## src/rtl/dirsq_arbiter_pkg.sv

```systemverilog
// Shared ray-direction types and fixed-point format for the direction-square arbiter slice.
package dirsq_arbiter_pkg;

    localparam int WIDTH  = 16;
    localparam int Q_BITS = 8;

    typedef struct packed {
        logic signed [WIDTH-1:0] x;
        logic signed [WIDTH-1:0] y;
        logic signed [WIDTH-1:0] z;
    } RayDirection;

    typedef struct packed {
        logic signed [WIDTH-1:0]   x;
        logic signed [WIDTH-1:0]   y;
        logic signed [WIDTH-1:0]   z;
        logic signed [2*WIDTH-1:0] x_sqr;
        logic signed [2*WIDTH-1:0] y_sqr;
        logic signed [2*WIDTH-1:0] z_sqr;
    } RayDirection_sqr;

endpackage

```

## src/rtl/dirsq_arbiter_rr_arbiter.sv

```systemverilog
// Round-robin one-hot grant: searches upward starting one past the pointer, wrapping at N.
module rr_arbiter #(
    parameter  int unsigned N     = 4,
    localparam int          PTR_W = $clog2(N)
) (
    input  logic [N-1:0]     req,
    input  logic             enable,
    input  logic [PTR_W-1:0] pointer,
    output logic [N-1:0]     grant
);

    int unsigned idx;
    logic        found;

    always_comb begin
        grant = '0;
        found = 1'b0;
        idx   = 0;
        if (enable) begin
            for (int unsigned k = 1; k <= N; k++) begin
                idx = (32'(pointer) + k) % N;
                if (!found && req[PTR_W'(idx)]) begin
                    grant[PTR_W'(idx)] = 1'b1;
                    found              = 1'b1;
                end
            end
        end
    end

endmodule

```

## src/rtl/dirsq_arbiter_square.sv

```systemverilog
// Single-cycle direction squarer: registers the components and their full-width signed squares.
module direction_square
    import dirsq_arbiter_pkg::*;
#(
    parameter int WIDTH  = dirsq_arbiter_pkg::WIDTH,
    parameter int Q_BITS = dirsq_arbiter_pkg::Q_BITS
) (
    input  logic            clk,
    input  logic            rst_n,
    input  logic            start,
    input  RayDirection     RDS_in,
    output logic            valid,
    output RayDirection_sqr RDS_out
);

    // The binary point only moves (Q -> 2Q); the integer product is format-agnostic.
    if (Q_BITS >= WIDTH) begin : g_no_integer_bits
    end

    function automatic logic signed [2*WIDTH-1:0] square(input logic signed [WIDTH-1:0] v);
        logic signed [2*WIDTH-1:0] w;
        w = {{WIDTH{v[WIDTH-1]}}, v};
        return w * w;
    endfunction

    always_ff @(posedge clk or negedge rst_n) begin
        if (!rst_n) begin
            valid   <= 1'b0;
            RDS_out <= '0;
        end else begin
            valid <= start;
            if (start) begin
                RDS_out.x     <= RDS_in.x;
                RDS_out.y     <= RDS_in.y;
                RDS_out.z     <= RDS_in.z;
                RDS_out.x_sqr <= square(RDS_in.x);
                RDS_out.y_sqr <= square(RDS_in.y);
                RDS_out.z_sqr <= square(RDS_in.z);
            end
        end
    end

endmodule

```

## src/rtl/dirsq_arbiter.sv

```systemverilog
// Time-shares one direction squarer among N_REQ requesters; results return in issue order via a 2-entry FIFO.
module dirsq_arbiter
    import dirsq_arbiter_pkg::*;
#(
    parameter  int          WIDTH  = dirsq_arbiter_pkg::WIDTH,
    parameter  int          Q_BITS = dirsq_arbiter_pkg::Q_BITS,
    parameter  int unsigned N_REQ  = 4,
    localparam int          ID_W   = $clog2(N_REQ)
) (
    input  logic                          clk,
    input  logic                          rst_n,
    input  logic        [N_REQ-1:0]       req_valid,
    input  RayDirection [N_REQ-1:0]       req_dir,
    output logic        [N_REQ-1:0]       req_ready,
    output logic                          res_valid,
    output RayDirection_sqr               res_data,
    output logic        [ID_W-1:0]        res_id,
    input  logic                          res_ready
);

    typedef struct packed {
        RayDirection_sqr data;
        logic [ID_W-1:0] id;
    } entry_t;

    entry_t          fifo_mem [2];
    logic            rd_ptr;
    logic            wr_ptr;
    logic [1:0]      fifo_count;
    logic            inflight;
    logic [ID_W-1:0] inflight_id;
    logic [ID_W-1:0] last_grant;
    logic [ID_W-1:0] grant_id;
    logic [N_REQ-1:0] grant;
    logic [2:0]      occupancy;
    logic            pop;
    logic            issue;
    logic            enable;
    logic            sq_valid;
    RayDirection     sq_in;
    RayDirection_sqr sq_out;

    assign res_valid = (fifo_count != 2'd0);
    assign pop       = res_valid & res_ready;
    // Credits count everything issued but not yet consumed; a same-cycle pop frees a slot.
    assign occupancy = 3'(fifo_count) + 3'(inflight) - 3'(pop);
    assign enable    = rst_n & (occupancy < 3'd2);
    assign req_ready = grant;
    assign issue     = |grant;
    assign res_data  = fifo_mem[rd_ptr].data;
    assign res_id    = fifo_mem[rd_ptr].id;

    rr_arbiter #(
        .N (N_REQ)
    ) u_rr (
        .req     (req_valid),
        .enable  (enable),
        .pointer (last_grant),
        .grant   (grant)
    );

    always_comb begin
        grant_id = '0;
        for (int unsigned i = 0; i < N_REQ; i++) begin
            if (grant[i]) grant_id = ID_W'(i);
        end
        sq_in = req_dir[grant_id];
    end

    direction_square #(
        .WIDTH  (WIDTH),
        .Q_BITS (Q_BITS)
    ) u_sq (
        .clk     (clk),
        .rst_n   (rst_n),
        .start   (issue),
        .RDS_in  (sq_in),
        .valid   (sq_valid),
        .RDS_out (sq_out)
    );

    always_ff @(posedge clk or negedge rst_n) begin
        if (!rst_n) begin
            inflight    <= 1'b0;
            inflight_id <= '0;
            last_grant  <= ID_W'(N_REQ - 1);
        end else begin
            inflight <= issue;
            if (issue) begin
                inflight_id <= grant_id;
                last_grant  <= grant_id;
            end
        end
    end

    always_ff @(posedge clk or negedge rst_n) begin
        if (!rst_n) begin
            fifo_mem[0] <= '0;
            fifo_mem[1] <= '0;
            rd_ptr      <= 1'b0;
            wr_ptr      <= 1'b0;
            fifo_count  <= 2'd0;
        end else begin
            if (sq_valid) begin
                fifo_mem[wr_ptr] <= '{data: sq_out, id: inflight_id};
                wr_ptr           <= ~wr_ptr;
            end
            if (pop) rd_ptr <= ~rd_ptr;
            case ({sq_valid, pop})
                2'b10:   fifo_count <= fifo_count + 2'd1;
                2'b01:   fifo_count <= fifo_count - 2'd1;
                default: fifo_count <= fifo_count;
            endcase
        end
    end

endmodule

```

## config.mk

```make
export PLATFORM = sky130hd
export DESIGN_NAME = dirsq_arbiter
export DESIGN_NICKNAME = d
export VERILOG_FILES = /design/src/rtl/dirsq_arbiter_pkg.sv /design/src/rtl/dirsq_arbiter_rr_arbiter.sv /design/src/rtl/dirsq_arbiter_square.sv /design/src/rtl/dirsq_arbiter.sv
export SDC_FILE = /design/constraint.sdc
export NUM_CORES = 2
export LEC_CHECK = 0
export ABC_AREA = 1
export CAP_MARGIN = 0
export CORE_UTILIZATION = 45
export CTS_CLUSTER_DIAMETER = 100
export DETAILED_ROUTE_END_ITERATION = 10
export PLACE_DENSITY = 0.6
export SLEW_MARGIN = 20
export SYNTH_ARGS = -nofsm -noshare
export SYNTH_HDL_FRONTEND = slang
export SYNTH_SLANG_ARGS = --single-unit
```

## constraint.sdc

```tcl
create_clock -name clk -period 9.25 [get_ports clk]
set_input_delay 1.3875 -clock clk [delete_from_list [all_inputs] [get_ports clk]]
set_output_delay 1.3875 -clock clk [all_outputs]
set_load 0.01 [all_outputs]
```

==> flow_summary_export.csv <==
group,metric,value,unit
status,status,"complete, no violations",
run,cap_violations,0,
layout,drive_gt1_share,17.6,%
setup_path,crit_slowest_cell,"fa_1",
global_routing,grt_max_degree,116,
min_path,whs_path_depth,2,
global_routing,grt_usage,25.8,%
setup_path,r2r_slack,890,ps
setup_path,path_class,"input pin to flop",
logic_synthesis,netlist_area,0.0471,mm^2
floorplan,num_io_pins,350,
logic_synthesis,synth_cell_type_count,49,
sta,fmax,0.112,GHz
placed_design,hpwl,111000,um
placed_design,gp_congestion,0.928,
floorplan,initial_core_util,45.5,%
logic_synthesis,synth_top_cell_by_area,"fa_1",
clock_tree,cts_buffer_depth,3,
sta,slew_headroom,30.6,%
detailed_routing,via_count,38800,
floorplan,num_rows,118,
sta,final.min_clock_period,8950,ps
setup_path,rr_worst_depth,41,
setup_path,critPathMostFrequentCell,"buf_4",
setup_path,timing.rr.start,"fifo_count[1]",
floorplan,coreArea,0.104,mm^2
logic_synthesis,yosys-top-cells-area,"fa_1, dfrtp_1, nand2_1, inv_1, ha_1",
detailed_routing,wl_per_cell,16.6,um
setup_path,max_stage_delay,560,ps
layout,layout.nets,7851,
sta,layout_setup_ws,299,ps
setup_path,crit_buf_inv,13,
global_routing,grt_antenna_before_repair,1,
global_routing,grt_pass1_vias,40000,
setup_path,critPathArrivalTime,9420,ps
floorplan,floorplan.die.height,326,um
min_path,min_from,"fifo_mem[244]",
setup_path,start_kind,"input pin",
logic_synthesis,yosysTopAreaCellShare,29.6,%
setup_path,critical_path_required,9720,ps
clock_tree,cts_buffers,48,
setup_path,worst_path_dominant_cell_family,"adder cells",
clock_tree,clock-root-buffer,"clkbuf_16",
logic_synthesis,synth-async-reset-ratio,100,%
detailed_routing,final_antenna_net_count,0,
clock_tree,cts_num_sinks,427,
setup_path,critical_path.max_fanout,14,
clock_tree,holdBufCountCts,0,
setup_path,reg2reg_to,"u_sq.RDS_out[31]",
global_routing,grt_overflow_total,0,
clock_tree,clock_latency,610,ps
logic_synthesis,synth_flop_cell,"dfrtp_1",
layout,syn_to_final_growth,26.7,%
logic_synthesis,synth-seq-area-share,22.7,%
detailed_routing,viasPerCell,4.79,
sta,fin_crit_sh,96.8,%
logic_synthesis,syn_avg_cell_area,8.23,um^2
clock_tree,clk_pin_slew,60,ps
detailed_routing,drcViolationCount,0,
global_routing,grt_pass1_wl,217000,um
placed_design,numPortBuffers,346,
clock_tree,cts_tree,"built",
floorplan,die_x,326,um
min_path,hold_path_class,"flop to flop",
logic_synthesis,syn_inst,5722,
detailed_routing,drt-total-wl,134000,um
detailed_routing,drt-pass1-iter-count,5,
detailed_routing,drt_iter0_markers,2260,
min_path,min_to,"fifo_mem[244]",
placed_design,dp_slack,-785,ps
setup_path,crit_path_end_kind,"flop",
layout,final_util,57.6,%
sta,fin_worst_skew,36.8,ps
logic_synthesis,synth_edf_count,0,
sta,worst_slew_pin_slew,1040,ps
sta,finalHoldViolCount,0,
logic_synthesis,yosysWarnings,0,
sta,maxSlewViolCount,0,
floorplan,dieArea,0.106,mm^2
sta,setup_violations,0,
clock_tree,htreeDepth,2,
layout,diodes,0,
logic_synthesis,synth_seq_cells,427,
## how the worst max path moves through the flow
stage | start | endpoint | cells past startpoint
after floorplan | res_ready | u_sq.RDS_out[95] | 35
after global placement | res_ready | u_sq.RDS_out[58] | 41
after detailed placement | res_ready | u_sq.RDS_out[58] | 41
after CTS | res_ready | u_sq.RDS_out[95] | 40
after global routing | res_ready | u_sq.RDS_out[94] | 40
final | res_ready | u_sq.RDS_out[31] | 40
## metal layers
metal  share of wire [%]  track usage (%)  up-vias  routed length, um
met5                   0                0        -                  0
met4                 1.9             5.16        0               2580
met3                 6.1             4.38      153               8200
li1                    -                -    18900                  -
met1                  49             38.6    18700              65400
met2                  43             39.5     1006              57800
## stage by stage
stage	area [um^2]	cells	hold slack (ps)	TNS [ps]
global placement	57200	7984	465	-21180
global route	59700	8094	495	-0.171
CTS	58900	8074	482	0
finish	59700	8094	481	0
detailed placement	57200	7984	467	-24810
floorplan	47100	5724	449	0
## worst min-delay path, stage by stage, from the launching register on
cell and delay [ps]:
dfrtp_1 340, nand2_1 50, o21ai_0 60
## layout make-up
type                    count  area [um^2]
clock buffers              66         1370
clock inverters            24          367
fillers                  9593        43900
inverters                1271         4800
multi-input cells        3816        31100
flip-flops and latches    427        10700
well taps                1380         1730
repair buffers           1110         9700
## registers in the layout, indices dropped and copies added, names as in the netlist
name and count:
last_grant 2, rd_ptr 1, fifo_mem 280, inflight_id 2, wr_ptr 1, u_sq.RDS_out 138, fifo_count 2, u_sq.valid 1
## logic make-up (layout without fill, tap and decap cells)
logic type	Yosys count	count (layout)	share of synthesized area, %
simple gates	2072	2072	18.2
buf+inv	1481	2471	12.6
fa+ha+maj	978	978	37.1
compound gates	649	649	7.32
flops	427	427	22.7
xor+xnor	114	114	2.12
other cells	1	3	0.00796
## cells in the mapped netlist (6+ instances only)
master / n
fa_1: 697
buf_6: 25
ha_1: 281
a31oi_1: 8
buf_1: 9
clkbuf_1: 103
a21oi_1: 99
or2_2: 8
buf_2: 39
nor2_4: 19
nand3_1: 186
inv_1: 1175
nand2_2: 40
o21ai_0: 445
a21o_1: 15
nand4_1: 11
dfrtp_1: 425
nor3_1: 10
nor2_1: 288
xnor2_1: 57
o21bai_1: 28
nand2_4: 9
a21boi_0: 7
nand2_1: 1438
o21ai_1: 25
nor2_2: 47
inv_2: 92
buf_4: 34
nand3b_1: 6
xor2_1: 57
## timing repair
action | in CTS | in global routing
buffers inserted | 0 | 19
pin swaps | 0 | 51
resized for setup | 3 | 144
endpoints found under the setup margin | 8 | 56
## cells in the final DEF, fill, tap and decap left out, drive strengths merged, types with 66 or more instances in the layout
cell           count
dfrtp            425
a21oi             99
fa               697
o21ai            473
nand3            190
buf              765
clkdlybuf4s50    345
ha               281
nand2           1487
clkbuf            66
nor2             354
inv             1272
Power is not shown: default switching activity piles up to over one toggle a cycle in this logic, so the estimate is an artifact.
